--- src/rtl/mc_pkg.sv ---
// rtl/mc_pkg.sv - shared constants, state and instruction-class types for the mc_ctrl FSM
package mc_pkg;

    localparam logic [5:0] OP_SPECIAL = 6'b000000;
    localparam logic [5:0] OP_ORI     = 6'b001101;
    localparam logic [5:0] OP_LUI     = 6'b001111;
    localparam logic [5:0] OP_LW      = 6'b100011;
    localparam logic [5:0] OP_SW      = 6'b101011;
    localparam logic [5:0] OP_BEQ     = 6'b000100;
    localparam logic [5:0] OP_JAL     = 6'b000011;

    localparam logic [5:0] FN_ADDU    = 6'b100001;
    localparam logic [5:0] FN_SUBU    = 6'b100011;
    localparam logic [5:0] FN_JR      = 6'b001000;

    typedef enum logic [2:0] {
        S_IDLE   = 3'd0,
        S_FETCH  = 3'd1,
        S_DECODE = 3'd2,
        S_EXEC   = 3'd3,
        S_MEM    = 3'd4,
        S_WB     = 3'd5
    } state_e;

    typedef enum logic [3:0] {
        CL_NONE, CL_ADDU, CL_SUBU, CL_JR, CL_ORI, CL_LUI,
        CL_LW, CL_SW, CL_BEQ, CL_JAL, CL_ILLEGAL
    } instr_class_e;

    localparam logic [1:0] PC_ALU    = 2'd0;
    localparam logic [1:0] PC_ALUOUT = 2'd1;
    localparam logic [1:0] PC_JUMP   = 2'd2;
    localparam logic [1:0] PC_RS     = 2'd3;

    localparam logic [1:0] RD_RT     = 2'd0;
    localparam logic [1:0] RD_RD     = 2'd1;
    localparam logic [1:0] RD_RA     = 2'd2;

    localparam logic [1:0] MR_ALUOUT = 2'd0;
    localparam logic [1:0] MR_MDR    = 2'd1;
    localparam logic [1:0] MR_PC     = 2'd2;
    localparam logic [1:0] MR_LUI    = 2'd3;

    localparam logic [1:0] B_RT      = 2'd0;
    localparam logic [1:0] B_FOUR    = 2'd1;
    localparam logic [1:0] B_IMM     = 2'd2;
    localparam logic [1:0] B_IMM_SH2 = 2'd3;

    localparam logic [1:0] ALU_ADD   = 2'd0;
    localparam logic [1:0] ALU_SUB   = 2'd1;
    localparam logic [1:0] ALU_OR    = 2'd2;

    localparam logic [1:0] EXT_ZERO  = 2'd0;
    localparam logic [1:0] EXT_SIGN  = 2'd1;
    localparam logic [1:0] EXT_LUI   = 2'd2;

endpackage

--- src/rtl/mc_decode.sv ---
// rtl/mc_decode.sv - combinational opcode/funct to instruction-class mapping
module mc_decode
    import mc_pkg::*;
(
    input  logic [5:0]   opcode,
    input  logic [5:0]   funct,
    output instr_class_e cls
);

    always_comb begin
        cls = CL_ILLEGAL;
        case (opcode)
            OP_SPECIAL: begin
                case (funct)
                    FN_ADDU: cls = CL_ADDU;
                    FN_SUBU: cls = CL_SUBU;
                    FN_JR:   cls = CL_JR;
                    default: cls = CL_ILLEGAL;
                endcase
            end
            OP_ORI:  cls = CL_ORI;
            OP_LUI:  cls = CL_LUI;
            OP_LW:   cls = CL_LW;
            OP_SW:   cls = CL_SW;
            OP_BEQ:  cls = CL_BEQ;
            OP_JAL:  cls = CL_JAL;
            default: cls = CL_ILLEGAL;
        endcase
    end

endmodule

--- src/rtl/mc_ctrl.sv ---
// rtl/mc_ctrl.sv - multi-cycle MIPS-lite controller with wait-stated memory
// Optional MC_CTRL_PERF_EN adds perf_cycles / perf_instr counters.
module mc_ctrl
    import mc_pkg::*;
#(
    parameter int MEM_WAIT_MAX = 0,
    parameter int WAIT_W       = 8
) (
    input  logic        clk,
    input  logic        reset,
    input  logic [31:0] instr,
    input  logic        zero,
    input  logic        mem_ready,
    output logic        mem_read,
    output logic        mem_write,
    output logic        iord,
    output logic        ir_write,
    output logic        pc_write,
    output logic [1:0]  pc_src,
    output logic        reg_write,
    output logic [1:0]  regdst,
    output logic [1:0]  memtoreg,
    output logic        alusrc_a,
    output logic [1:0]  alusrc_b,
    output logic [1:0]  aluctrl,
    output logic [1:0]  extop,
    output logic        illegal,
    output logic        mem_err,
`ifdef MC_CTRL_PERF_EN
    output logic [31:0] perf_cycles,
    output logic [31:0] perf_instr,
`endif
    output logic [2:0]  state
);

    state_e            state_q, state_d;
    instr_class_e      cls_q, cls_d, dec_cls;
    logic [WAIT_W-1:0] wait_q, wait_d, wait_inc;
    logic              wait_hit;
    logic              unused_instr;

    assign unused_instr = ^instr[25:6];

    mc_decode u_decode (
        .opcode (instr[31:26]),
        .funct  (instr[5:0]),
        .cls    (dec_cls)
    );

    // wait_q counts unready cycles already spent; this cycle would be number wait_q+1
    assign wait_inc = (&wait_q) ? wait_q : wait_q + WAIT_W'(1);
    assign wait_hit = (MEM_WAIT_MAX != 0) && ((32'(wait_q) + 32'd1) >= 32'(MEM_WAIT_MAX));

    always_ff @(posedge clk or negedge reset) begin
        if (!reset) begin
            state_q <= S_IDLE;
            cls_q   <= CL_NONE;
            wait_q  <= '0;
        end else begin
            state_q <= state_d;
            cls_q   <= cls_d;
            wait_q  <= wait_d;
        end
    end

    always_comb begin
        state_d   = state_q;
        cls_d     = (state_q == S_DECODE) ? dec_cls : cls_q;
        wait_d    = '0;
        mem_read  = 1'b0;
        mem_write = 1'b0;
        iord      = 1'b0;
        ir_write  = 1'b0;
        pc_write  = 1'b0;
        pc_src    = PC_ALU;
        reg_write = 1'b0;
        regdst    = RD_RT;
        memtoreg  = MR_ALUOUT;
        alusrc_a  = 1'b0;
        alusrc_b  = B_RT;
        aluctrl   = ALU_ADD;
        extop     = EXT_ZERO;
        illegal   = 1'b0;
        mem_err   = 1'b0;
        case (state_q)
            S_IDLE: state_d = S_FETCH;
            S_FETCH: begin
                mem_read = 1'b1;
                alusrc_b = B_FOUR;
                if (mem_ready) begin
                    ir_write = 1'b1;
                    pc_write = 1'b1;
                    state_d  = S_DECODE;
                end else if (wait_hit) begin
                    mem_err  = 1'b1;
                end else begin
                    wait_d   = wait_inc;
                end
            end
            S_DECODE: begin
                alusrc_b = B_IMM_SH2;
                extop    = EXT_SIGN;
                if (dec_cls == CL_JAL) begin
                    state_d = S_WB;
                end else if (dec_cls == CL_ILLEGAL) begin
                    illegal = 1'b1;
                    state_d = S_FETCH;
                end else begin
                    state_d = S_EXEC;
                end
            end
            S_EXEC: begin
                state_d = S_FETCH;
                case (cls_q)
                    CL_ADDU, CL_SUBU: begin
                        alusrc_a = 1'b1;
                        aluctrl  = (cls_q == CL_SUBU) ? ALU_SUB : ALU_ADD;
                        state_d  = S_WB;
                    end
                    CL_ORI: begin
                        alusrc_a = 1'b1;
                        alusrc_b = B_IMM;
                        aluctrl  = ALU_OR;
                        state_d  = S_WB;
                    end
                    CL_LUI: begin
                        extop    = EXT_LUI;
                        state_d  = S_WB;
                    end
                    CL_LW, CL_SW: begin
                        alusrc_a = 1'b1;
                        alusrc_b = B_IMM;
                        extop    = EXT_SIGN;
                        state_d  = S_MEM;
                    end
                    CL_BEQ: begin
                        alusrc_a = 1'b1;
                        aluctrl  = ALU_SUB;
                        pc_src   = PC_ALUOUT;
                        pc_write = zero;
                    end
                    CL_JR: begin
                        pc_write = 1'b1;
                        pc_src   = PC_RS;
                    end
                    default: state_d = S_FETCH;
                endcase
            end
            S_MEM: begin
                iord      = 1'b1;
                mem_read  = (cls_q == CL_LW);
                mem_write = (cls_q == CL_SW);
                if (mem_ready) begin
                    state_d = (cls_q == CL_LW) ? S_WB : S_FETCH;
                end else if (wait_hit) begin
                    mem_err = 1'b1;
                    state_d = S_FETCH;
                end else begin
                    wait_d  = wait_inc;
                end
            end
            S_WB: begin
                reg_write = 1'b1;
                state_d   = S_FETCH;
                case (cls_q)
                    CL_ADDU, CL_SUBU: regdst = RD_RD;
                    CL_LUI:           memtoreg = MR_LUI;
                    CL_LW:            memtoreg = MR_MDR;
                    CL_JAL: begin
                        regdst   = RD_RA;
                        memtoreg = MR_PC;
                        pc_write = 1'b1;
                        pc_src   = PC_JUMP;
                    end
                    default: regdst = RD_RT;
                endcase
            end
            default: state_d = S_IDLE;
        endcase
    end

    assign state = state_q;

`ifdef MC_CTRL_PERF_EN
    logic [31:0] perf_cycles_q, perf_instr_q;
    logic        instr_done;

    // timeouts and illegal opcodes never reach these exits with work retired
    assign instr_done = (state_q == S_WB)
                     || (state_q == S_EXEC && state_d == S_FETCH)
                     || (state_q == S_MEM && mem_ready && cls_q == CL_SW);

    always_ff @(posedge clk or negedge reset) begin
        if (!reset) begin
            perf_cycles_q <= '0;
            perf_instr_q  <= '0;
        end else begin
            if (state_q != S_IDLE) perf_cycles_q <= perf_cycles_q + 32'd1;
            if (instr_done)        perf_instr_q  <= perf_instr_q + 32'd1;
        end
    end

    assign perf_cycles = perf_cycles_q;
    assign perf_instr  = perf_instr_q;
`endif

endmodule

--- config.mk ---
export PLATFORM = sky130hd
export DESIGN_NAME = mc_ctrl
export DESIGN_NICKNAME = d
export VERILOG_FILES = /design/src/rtl/mc_pkg.sv /design/src/rtl/mc_decode.sv /design/src/rtl/mc_ctrl.sv
export SDC_FILE = /design/constraint.sdc
export NUM_CORES = 1
export LEC_CHECK = 0
export ABC_AREA = 1
export BUFFER_PORTS_ARGS = -buffer_cell sky130_fd_sc_hd__buf_2
export CORE_MARGIN = 2
export CORE_UTILIZATION = 44
export CTS_BUF_LIST = sky130_fd_sc_hd__clkbuf_4 sky130_fd_sc_hd__clkbuf_8
export CTS_CLUSTER_DIAMETER = 40
export DETAILED_ROUTE_END_ITERATION = 7
export PLACE_DENSITY = 0.88
export RECOVER_POWER = 100
export SLEW_MARGIN = 20
export SYNTH_ARGS = -nofsm -noshare
export SYNTH_HDL_FRONTEND = slang
export SYNTH_SLANG_ARGS = --single-unit
--- constraint.sdc ---
create_clock -name clk -period 1.9 [get_ports clk]
set_input_delay 0.19 -clock clk [delete_from_list [all_inputs] [get_ports clk]]
set_output_delay 0.19 -clock clk [all_outputs]
set_load 0.005 [all_outputs]
# Word level (Yosys, flattened, before mapping)
# Index checks and enable logic that the tools add are counted.
word_totals:
  register_bits: 7
  in_bits: 36
classes:
  eq_ne: 27
  muxes: 37
  reduce_logical: 9
ops:
  columns: ["op", "n"]
  rows:
  - ["case mux 4 bit (7 select lines)", 1]
  - ["equality test 6 bit, second input constant", 4]
  - ["case mux 2 bit (2 select lines)", 5]
  - ["equality test 6 x 4 -> 1 bit, second input constant", 3]
  - ["case mux 2 bit (3 select lines)", 3]
  - ["equality test 4 x 3 -> 1 bit, second input constant", 4]
  - ["equality test 4 bit, second input constant", 4]
  - ["case mux 3 bit (5 select lines)", 1]
  - ["two-way mux 1 bit", 12]
  - ["two-way mux 2 bit", 6]
  - ["two-way mux 3 bit", 4]
  - ["case mux 4 bit (3 select lines)", 1]
  - ["equality test 4 x 2 -> 1 bit, second input constant", 2]
  - ["equality test 3 x 2 -> 1 bit, second input constant", 2]
  - ["equality test 3 bit, second input constant", 2]
  - ["equality test 6 x 2 -> 1 bit, second input constant", 1]
  - ["equality test 6 x 3 -> 1 bit, second input constant", 1]
  - ["logical NOT 6 bit", 1]
  - ["case mux 3 bit (2 select lines)", 1]
  - ["OR reduction 2 bit", 3]
  - ["OR reduction 6 bit", 1]
  - ["equality test 4 x 1 -> 1 bit, second input constant", 1]
  - ["!= test 2 bit, second input constant", 2]
  - ["case mux 1 bit (2 select lines)", 2]
  - ["6 further kinds", 6]

# Longest topological paths before layout
logic_depth:
  word_depth: 7
  mapped_depth: 10
  depth_no_buf: 10

# By module
# A second synthesis with hierarchy kept.
unflattened:
  hier_cells: 158
  area_unflattened_um2: 903.4
modules_own_cells:
  columns: ["mod", "n_inst", "cells_each", "area_per_inst_um2", "seq_area_each_um2"]
  rows:
  - ["mc_ctrl", 1, 105, 675.6, 175.2]
  - ["mc_decode", 1, 53, 227.7, 0.0]

# Least setup slack after synthesis
# No wires, ideal clock.
synth_path:
  path_type: "reg2out"
  from: "reg state_q[2], in the netlist state[2]"
  to: "out pc_write"
  t_arrival_ns: 1.072
  required_ns: 1.710
  setup_slack_ns: 0.638
  path_stages_with_launch: 7
  path_buffers: 0
  path_cell_list: "dfrtp_1 inv_2 nor3_2 nand2_1 nor2_2 a21oi_1 nand3_1"
synth_via:
  elab_chain_cells: 2
synth_lines:
  columns: ["item", "line", "rtl"]
  rows:
  - ["start: declaration", "mc_ctrl.sv:36", "state_e state_q, state_d;"]
  - ["start signal: assignment", "mc_ctrl.sv:60", "state_q <= state_d;"]
  - ["equality test 3 bit, or another cell as far along", "mc_ctrl.sv:85", "case (state_q)"]
  - ["case mux 1 bit (3 select lines) (*)", "mc_ctrl.sv:85", null]
  - ["end: declaration", "mc_ctrl.sv:18", "output logic pc_write,"]
# Mark *: on every way between the ends. The rest lies on a longest branch, timed or not.

# Final worst setup path
# Ends and elaborated chain as after synthesis.

==> impl_results.md <==
- Outcome: completed
- Async SR Flop Fraction: 1.000
- HP Class: in -> reg
- Total power density per cell area: 1135 nW/um^2
- Die area: 2128 sq um
- Total track usage: 0.1879
- Setup WS post-layout: 0.2097 ns
- Critical setup path kind: reg -> out
- Final core occ: 0.5874
- Max clock buf depth: 2
- H-tree Lvls: 1
- Initial Utilization: 0.4622
- Share of layout cells above drive strength 1: 0.2542
- Skew final: 0.003875 ns
- Dominant synthesized flop cell: dfrtp_1
- Initial DRC Count: 20
- Vias per cell: 5.010
- Worst r2r path cells: 6
- Place WS: 0.4839 ns
- First drt pass iteration count: 4
- CP Cell Sequence: nor2_1 -> nand2_1 -> inv_1 -> nand3_1 -> nand3_1 -> buf_2
- Reg clk slew, reported paths: 0.05 ns
- Port bufs: 38
- Mapped Cells: 135
- Largest area contributor in the netlist: dfrtp_1
- Crit end category: output pin
- Number of flops mapped to enable cells by yosys: 0
- Die H: 46.13 um
- # fillers: 182
- Detailed-route DRC error count: 0
- Ant. Diodes: 0
- Die X: 46.13 um
- Critical Path RT: 1.71 ns
- Area of the multi-input gates: 471.7 sq um
- Vias in the first global route: 774
- Share of the synthesized area in the top cell type: 0.2244
- Type of origin of the critical path: flip-flop
- Seq cells post-synth: 7
- Cell with the largest stage delay on the worst path: dfrtp_1
- Post-DP HPWL: 1592 um
- Global-route wire length before repair: 2911 um
- Cell Area, Synth: 780.7 sq um
- Worst-skew pair later-pin latency: 0.25 ns
- Top area cells in the synthesized netlist: dfrtp_1 22%, nand2_1 12%, nor2_1 9.6%, inv_1 8.2%, nand3_1 7.7%
- Routed wire length: 1881 um
- Hold Path Depth: 2
- Synthesized area per cell: 5.783 sq um
- MaxCap Viol Count: 0
- CTS tree: built
- Peak supply drop: 0.4980 mV
- Tmin final: 1.690 ns
- CP max stage delay: 0.42 ns
- I/O pin total: 60
- Netlist cell types: 23
- DR vias: 972
- Sum Neg Setup Slack: 0 ns
- DR WL/cell: 9.696 um
- Pin count of the biggest net entering global routing: 10
- Unrepaired setup endpoints after global routing: false
- ANT nets after route: 0
- Most Frequent Cell on Critical Path: nand3_1
- Register area: 175.2 sq um
- Leak pwr: 0.5606 nW
- Num CTS Buffers: 3
- Most frequent cell after synthesis: nand2_1
- Remaining Overflow, GRT: 0
- Setup violators final: 0
- Post-synth top cells: 25 x nand2_1, 20 x nor2_1, 17 x inv_1, 12 x nand3_1, 11 x inv_2
- Final hold violation count: 0
- Crit path max fanout: 7
- Worst EP arrival: 1.50 ns
- Routability congestion estimate: 0.8181
- Crit share post-route: 0.8896
- CTS root buffer: clkbuf_4
- Area Growth Syn to Fin: 27.08%
- Post-synthesis sequential area ratio: 0.2244
- Post-Syn Nets: 171
- Synth warnings: 0
- CTS resizes: 0
- Core area: 1689 sq um
- Max Slew Vio Count: 0
- Fmax: 0.5916 GHz
- FP Rows: 15
- Final nets: 214
- Initial antenna violation count: 0
- TritonCTS Sinks: 7
critical path, delay by kind of cell, from the launching register on:
family | cells | cell delay (ns)
and+or+nand+nor | 4 | 0.57
DFF | 1 | 0.42
buffers and inverters | 2 | 0.26
power by group:
part | total (mW) | switching (mW) | internal (mW)
sequential | 0.292 | 0.0726 | 0.220
combinational | 0.689 | 0.439 | 0.249
clock | 0.145 | 0.0510 | 0.0941
per-stage QoR:
step / hold slack (ns) / total power, mW / instances / cell area [sq um]
floorplan: -0.1056 / 0.7826 / 135 / 780.7
global placement: 0.02200 / 1.002 / 189 / 984.7
detailed placement: 0.02437 / 1.024 / 189 / 984.7
CTS: 0.1824 / 1.177 / 194 / 1025
global route: 0.1961 / 1.246 / 194 / 992.2
finish: 0.1837 / 1.126 / 194 / 992.2
repair_timing:
action | in CTS | in global routing
hold endpoints to repair | 7 | 0
setup buffers | 0 | 0
hold buffers | 1 | 0
cell usage in the layout, fill, tap and decap left out, drive strengths merged:
master	instances
nand2	26
nor2	25
clkbuf	14
nand4	1
nand3	17
a21oi	9
inv	27
or2	1
clkinv	1
conb	1
nor3	4
o21ai	12
o211ai	1
o22ai	1
dlygate4sd3	1
o31ai	1
buf	28
dfrtp	7
final timing paths:
check	from	endpoint	slack, ns
setup / recovery	state[2]	pc_write	0.21
hold / removal	mem_ready	state[2]	0.18
setup reg to reg	state[1]	state[0]	0.49
hold reg to reg	cls_q[3]	cls_q[3]	0.58
max in group asynchronous	reset	cls_q[1]	1.26
min in group asynchronous	reset	state[0]	0.38
cell type report:
| class | instances | area share |
|---|---|---|
| multi-input combinational | 99 | 0.4754 |
| timing repair buffer | 39 | 0.1904 |
| sequential | 7 | 0.1765 |
| inverter | 28 | 0.1059 |
| clock buffer | 4 | 0.03026 |
| tap | 17 | 0.02144 |
sequential cells by signal (all words and copies together) (netlist names):
register	count
state	3
cls_q	4
routing by layer:
layer | global-route usage | vias to the layer above | routed length (um)
met5 | 0 | - | 0
met4 | 0.1029 | 0 | 14
met3 | 0 | 2 | 112
met2 | 0.3444 | 42 | 934
met1 | 0.2193 | 415 | 820
li1 | - | 513 | -
logic make-up (layout without fill, tap and decap cells):
group           Yosys count  in the layout  share of synthesized area
simple gates             74             74                     0.4599
buf+inv                  29             71                     0.1442
compound gates           24             24                     0.1667
flops                     7              7                     0.2244
other cells               1              1                   0.004803
(Power assumes the default switching activity.)
